File: config.mk
export PLATFORM = sky130hd
export DESIGN_NAME = pipe_hazard_ctrl
export DESIGN_NICKNAME = d
export VERILOG_FILES = /design/src/rtl/pipe_hazard_ctrl.sv
export SDC_FILE = /design/constraint.sdc
export NUM_CORES = 1
export LEC_CHECK = 0
export BUFFER_PORTS_ARGS = -buffer_cell sky130_fd_sc_hd__buf_4
export CAP_MARGIN = 10
export CORE_AREA = 2 2 39 41
export DETAILED_ROUTE_END_ITERATION = 10
export DIE_AREA = 0 0 41 43
export PLACE_DENSITY = 0.79
export SLEW_MARGIN = 20
export SYNTH_ARGS = -nofsm -noshare
export SYNTH_HDL_FRONTEND = slang
export SYNTH_SLANG_ARGS = --single-unit
File: constraint.sdc
create_clock -name clk_i -period 1.88 [get_ports clk_i]
set_input_delay 0.094 -clock clk_i [delete_from_list [all_inputs] [get_ports clk_i]]
set_output_delay 0.094 -clock clk_i [all_outputs]
set_load 0.05 [all_outputs]
File: src/rtl/pipe_hazard_ctrl.sv
// pipe_hazard_ctrl: decode, load-use, branch flush and memory-freeze control
// for the five-stage core. Drives the PC mux and every pipeline-register enable.
// Optional performance counters are compiled in with `define HAZARD_PERF_CNT_EN.
module pipe_hazard_ctrl #(
  parameter int unsigned FLUSH_DEPTH = 1,
  parameter int unsigned MEM_LAT     = 1,
  parameter int unsigned CNT_W       = 32
) (
  input  logic              clk_i,
  input  logic              rst_i,
  input  logic              start_i,
  input  logic [31:0]       id_inst_i,
  input  logic              ex_memread_i,
  input  logic [4:0]        ex_rd_i,
  input  logic              mem_access_i,
  input  logic              branch_taken_i,
  output logic [2:0]        opcode_o,
  output logic              valid_o,
  output logic              pc_write_o,
  output logic              pc_sel_o,
  output logic              ifid_write_o,
  output logic              ifid_flush_o,
  output logic              idex_bubble_o,
  output logic              pipe_en_o
`ifdef HAZARD_PERF_CNT_EN
  ,
  output logic [CNT_W-1:0]  stall_cnt_o,
  output logic [CNT_W-1:0]  flush_cnt_o
`endif
);

  typedef enum logic [1:0] {
    S_RUN,
    S_FLUSH,
    S_MEM_WAIT
  } state_e;

  localparam bit       FREEZE_EN    = (MEM_LAT > 1);
  localparam logic [1:0] FLUSH_RELOAD = 2'(FLUSH_DEPTH - 1);
  localparam logic [2:0] MEM_RELOAD   = FREEZE_EN ? 3'(MEM_LAT - 2) : 3'd0;

  state_e     state_q, state_d;
  logic [1:0] fcnt_q, fcnt_d;
  logic [2:0] mcnt_q, mcnt_d;

  logic [4:0] rs1, rs2;
  logic       rs2_used;
  logic       load_use;
  logic       stall_inc;
  logic       flush_inc;
  logic       freeze_now;
  logic       unused_inst_bits;

  assign unused_inst_bits = ^{id_inst_i[31:25], id_inst_i[14:7]};

  // Decode of the IF/ID instruction and load-use detection.
  always_comb begin
    opcode_o = id_inst_i[6:4];
    rs1      = id_inst_i[19:15];
    rs2      = id_inst_i[24:20];
    valid_o  = 1'b0;
    rs2_used = 1'b0;
    unique case (id_inst_i[6:0])
      7'b0110011: begin valid_o = 1'b1; rs2_used = 1'b1; end
      7'b0100011: begin valid_o = 1'b1; rs2_used = 1'b1; end
      7'b1100011: begin valid_o = 1'b1; rs2_used = 1'b1; end
      7'b0010011: valid_o = 1'b1;
      7'b0000011: valid_o = 1'b1;
      default:    valid_o = 1'b0;
    endcase
    load_use = ex_memread_i && (ex_rd_i != 5'd0) &&
               ((ex_rd_i == rs1) || (rs2_used && (ex_rd_i == rs2)));
  end

  // Next-state and control outputs; freeze outranks branch, branch outranks load-use.
  always_comb begin
    state_d       = state_q;
    fcnt_d        = fcnt_q;
    mcnt_d        = mcnt_q;
    pc_write_o    = 1'b0;
    pc_sel_o      = 1'b0;
    ifid_write_o  = 1'b0;
    ifid_flush_o  = 1'b0;
    idex_bubble_o = 1'b0;
    pipe_en_o     = 1'b0;
    stall_inc     = 1'b0;
    flush_inc     = 1'b0;
    freeze_now    = 1'b0;

    if (!rst_i && start_i) begin
      if ((state_q != S_MEM_WAIT) && mem_access_i && FREEZE_EN) begin
        freeze_now = 1'b1;
        mcnt_d     = MEM_RELOAD;
        state_d    = S_MEM_WAIT;
      end else if ((state_q == S_MEM_WAIT) && (mcnt_q != 3'd0)) begin
        freeze_now = 1'b1;
        mcnt_d     = mcnt_q - 3'd1;
      end

      if (freeze_now) begin
        stall_inc = 1'b1;
      end else begin
        pc_write_o   = 1'b1;
        ifid_write_o = 1'b1;
        pipe_en_o    = 1'b1;

        // Release cycle resumes any flush tail that the freeze interrupted.
        if (state_q == S_MEM_WAIT) begin
          state_d = (fcnt_q != 2'd0) ? S_FLUSH : S_RUN;
        end else if (state_q == S_FLUSH) begin
          ifid_flush_o = 1'b1;
          fcnt_d       = fcnt_q - 2'd1;
          state_d      = (fcnt_q == 2'd1) ? S_RUN : S_FLUSH;
        end

        if (branch_taken_i) begin
          pc_sel_o      = 1'b1;
          ifid_flush_o  = 1'b1;
          idex_bubble_o = 1'b1;
          fcnt_d        = FLUSH_RELOAD;
          state_d       = (FLUSH_RELOAD != 2'd0) ? S_FLUSH : S_RUN;
          flush_inc     = 1'b1;
        end else if (load_use) begin
          pc_write_o    = 1'b0;
          ifid_write_o  = 1'b0;
          idex_bubble_o = 1'b1;
          stall_inc     = 1'b1;
        end
      end
    end
  end

  // Controller state registers.
  always_ff @(posedge clk_i or posedge rst_i) begin
    if (rst_i) begin
      state_q <= S_RUN;
      fcnt_q  <= '0;
      mcnt_q  <= '0;
    end else begin
      state_q <= state_d;
      fcnt_q  <= fcnt_d;
      mcnt_q  <= mcnt_d;
    end
  end

`ifdef HAZARD_PERF_CNT_EN
  logic [CNT_W-1:0] stall_cnt_q, stall_cnt_d;
  logic [CNT_W-1:0] flush_cnt_q, flush_cnt_d;

  // Counter next values; both wrap naturally.
  always_comb begin
    stall_cnt_d = stall_cnt_q + CNT_W'(stall_inc);
    flush_cnt_d = flush_cnt_q + CNT_W'(flush_inc);
  end

  // Performance counter registers.
  always_ff @(posedge clk_i or posedge rst_i) begin
    if (rst_i) begin
      stall_cnt_q <= '0;
      flush_cnt_q <= '0;
    end else begin
      stall_cnt_q <= stall_cnt_d;
      flush_cnt_q <= flush_cnt_d;
    end
  end

  assign stall_cnt_o = stall_cnt_q;
  assign flush_cnt_o = flush_cnt_q;
`else
  logic unused_cnt_inc;
  assign unused_cnt_inc = stall_inc ^ flush_inc;
`endif

endmodule

==> flow_summary.ini <==
[outcome]
status = finished clean

[pwr]
power.density_nw_per_um2 = 459
ir_worst_vdd_mv = 0.421
leakagePower_nw = 0.365
power_mw = 0.325

[critical_path]
slowest_stage = dlygate4sd3_1
r2r_start = state_q[0]
cp.arrival_ns = 1.59
rrSetupSlack_ns = 0.96
worstPathCellList = dlygate4sd3_1, buf_4, nor2b_2, inv_1, o31ai_4, buf_4
startpoint_type = primary input
criticalPathCategory = primary input to output port
r2r_end = fcnt_q[1]
required_ns = 1.79
path_common_cell = buf_4
cp_slowest_stage_delay_ns = 0.53
critPathMaxFanout = 7
r2r_cells = 3
end_kind = output port

[logic_synthesis]
netlist_instances = 45
synth_fa_ha_area_share_pct = 3.21
synth_area_um2 = 390
synth_cell_types = 23
synth_nets = 89
ys_seq_area_share_pct = 19.2
synth_top_family_by_area = compound AO/OA/AOI/OAI gates
synth_warnings = 0
syn_area_per_cell_um2 = 8.67
synth_compound_area_share_pct = 22.4
ys_seq_elements = 3
synth_xor_area_share_pct = 22.4
synth_simple_gate_area_share_pct = 18.3
muxShareOfSynthArea_pct = 0

[drt]
postRouteAntennaNets = 0
drt_first_pass_iters = 2
drt_iter0_drc = 2
drc_errors = 0
vias_per_cell = 4.61
wl_per_cell_um = 11.5
num_vias = 447
routed_wl_um = 1120

[grt]
antenna_found_initial = 0
grt_usage_pct = 15.3
gr-total-overflow = 0
grt.busiest_layer = met2
gr-usage-met3_pct = 3.66
met1_usage_pct = 13.0
use_met2_pct = 29.1
grt_pass1_vias = 467
grt_first_pass_wirelength_um = 1810
grt_max_degree = 8

[floorplan]
die_w_um = 41
rows = 14
core_um2 = 1380
dieArea_um2 = 1760
die_h_um = 43
start_util_pct = 28.2
io_pins = 53

[layout]
drive_gt1_share_pct = 55.6
syn2layout_area_growth_pct = 81.4
n_antenna_cell = 0
final_core_util_pct = 51.2
nets = 126

[timing]
worst_pin_slew_ns = 0.350
setup_viol = 0
fin_worst_skew_ns = 0.00266
finalHoldViolCount = 0
min_period_ns = 1.69
rsz0062_at_grt = false
relSlewSlack_pct = 76.5
fmax_mhz = 593
fin_crit_sh_pct = 89.7
slew_viol_final = 0

[place]
gp_congestion = 0.572
dpl.hpwl_um = 967
port-buffer-count = 36

[clock_tree]
clk_pin_slew_ns = 0.04
cts.htree.levels = 1
cts.sinks = 3
cts_max_path_buffers = 2
clock_latency_ns = 0.23
cts_root_buf = clkbuf_4
numCtsBuffers = 3
cts_tree = done

[min_path]
min_to = fcnt_q[1]
hold_depth = 3
hold_class = primary input to flip-flop
holdCritStartpoint = branch_taken_i

[job]
cap_violations = 0
how the worst max path moves through the flow:
stage | endpoint | slack (ns) | from
2_1_floorplan | pc_write_o | -0.18 | id_inst_i[4]
4_1_cts | idex_bubble_o | 0.03 | rst_i
6_report | idex_bubble_o | 0.19 | rst_i
3_5_place_dp | pc_write_o | 0.24 | id_inst_i[4]
5_1_grt | idex_bubble_o | 0.06 | rst_i
3_3_place_gp | pc_write_o | 0.24 | ex_rd_i[1]
metal layers:
layer  routed length (um)  part of all wire [%]
met1                  350                    31
met2                  647                    58
met3                  117                    10
met4                    0                     0
met5                    0                     0
repair_timing:
action	in CTS	in global routing
hold endpoints to repair	3	0
setup endpoints to repair	0	2
gates resized for setup	0	1
buffers inserted	0	0
hold buffers	1	0
logic make-up (layout without fill, tap and decap cells):
| logic type | Yosys count | count (layout) |
|---|---|---|
| xor+xnor | 10 | 10 |
| compound gates | 10 | 10 |
| flops | 3 | 3 |
| buf+inv | 11 | 47 |
| simple gates | 10 | 10 |
| fa+ha+maj | 1 | 1 |
critical path, delay by kind of cell:
family / cells / cell delay, ns
compound gates: 1 / 0.24
buf+inv: 4 / 1.02
simple gates: 1 / 0.25
cell usage in the layout, fill, tap and decap left out, drive strengths merged, types with 2 or more instances in the layout:
master / Yosys / layout
buf: 5 / 36
inv: 6 / 6
xor2: 6 / 6
xnor2: 4 / 4
o21ai: 4 / 4
clkbuf: 0 / 4
dfrtp: 3 / 3
nand2: 3 / 3
o31a: 2 / 2
synthesized netlist by cell type:
library cell	number	area share, %
inv_1	6	5.8
xor2_1	6	13
buf_4	4	7.7
xnor2_1	4	9.0
dfrtp_1	3	19
o21ai_0	3	3.8
nand2_1	2	1.9
o31a_1	2	4.5
a2111oi_4	1	7.1
and2_1	1	1.6
buf_1	1	0.96
ha_1	1	3.2
nand2_4	1	2.9
nand2b_4	1	3.5
nand3_1	1	1.3
nand3b_1	1	1.9
nor2b_1	1	1.6
nor4_1	1	1.6
o2111ai_1	1	2.2
o21ai_1	1	1.3
o22ai_1	1	1.6
o31ai_1	1	1.9
or4_1	1	1.9
report_power, final:
part	switching (mW)	internal (mW)	leakage, nW	total [mW]
Combinational	0.0779	0.0700	0.308	0.148
Clock	0.0326	0.0795	0.0150	0.112
Sequential	0.0000159	0.0650	0.0419	0.0650
stage by stage:
step	setup slack (ns)	instance area (um2)	TNS (ns)	hold WS [ns]	instances
3_5_place_dp	0.241	669	0	-0.0206	92
2_1_floorplan	-0.181	417	-0.274	-0.152	45
3_3_place_gp	0.238	669	0	-0.0238	92
6_report	0.193	708	0	0.235	97
5_1_grt	0.0563	708	0	0.256	97
4_1_cts	0.0324	706	0	0.229	97
flip-flops by register name, summed over array words and instances, names as in the netlist:
| name | flops |
|---|---|
| fcnt_q | 2 |
| state_q | 1 |
final cells by class:
type | count | area [um2]
clock buffer | 4 | 26.3
fill | 146 | 676
inverter | 6 | 22.5
multi-input combinational | 31 | 284
sequential | 3 | 75.1
tap | 16 | 20.0
timing repair buffer | 37 | 280
No activity file was read; power rests on OpenSTA's default activity.
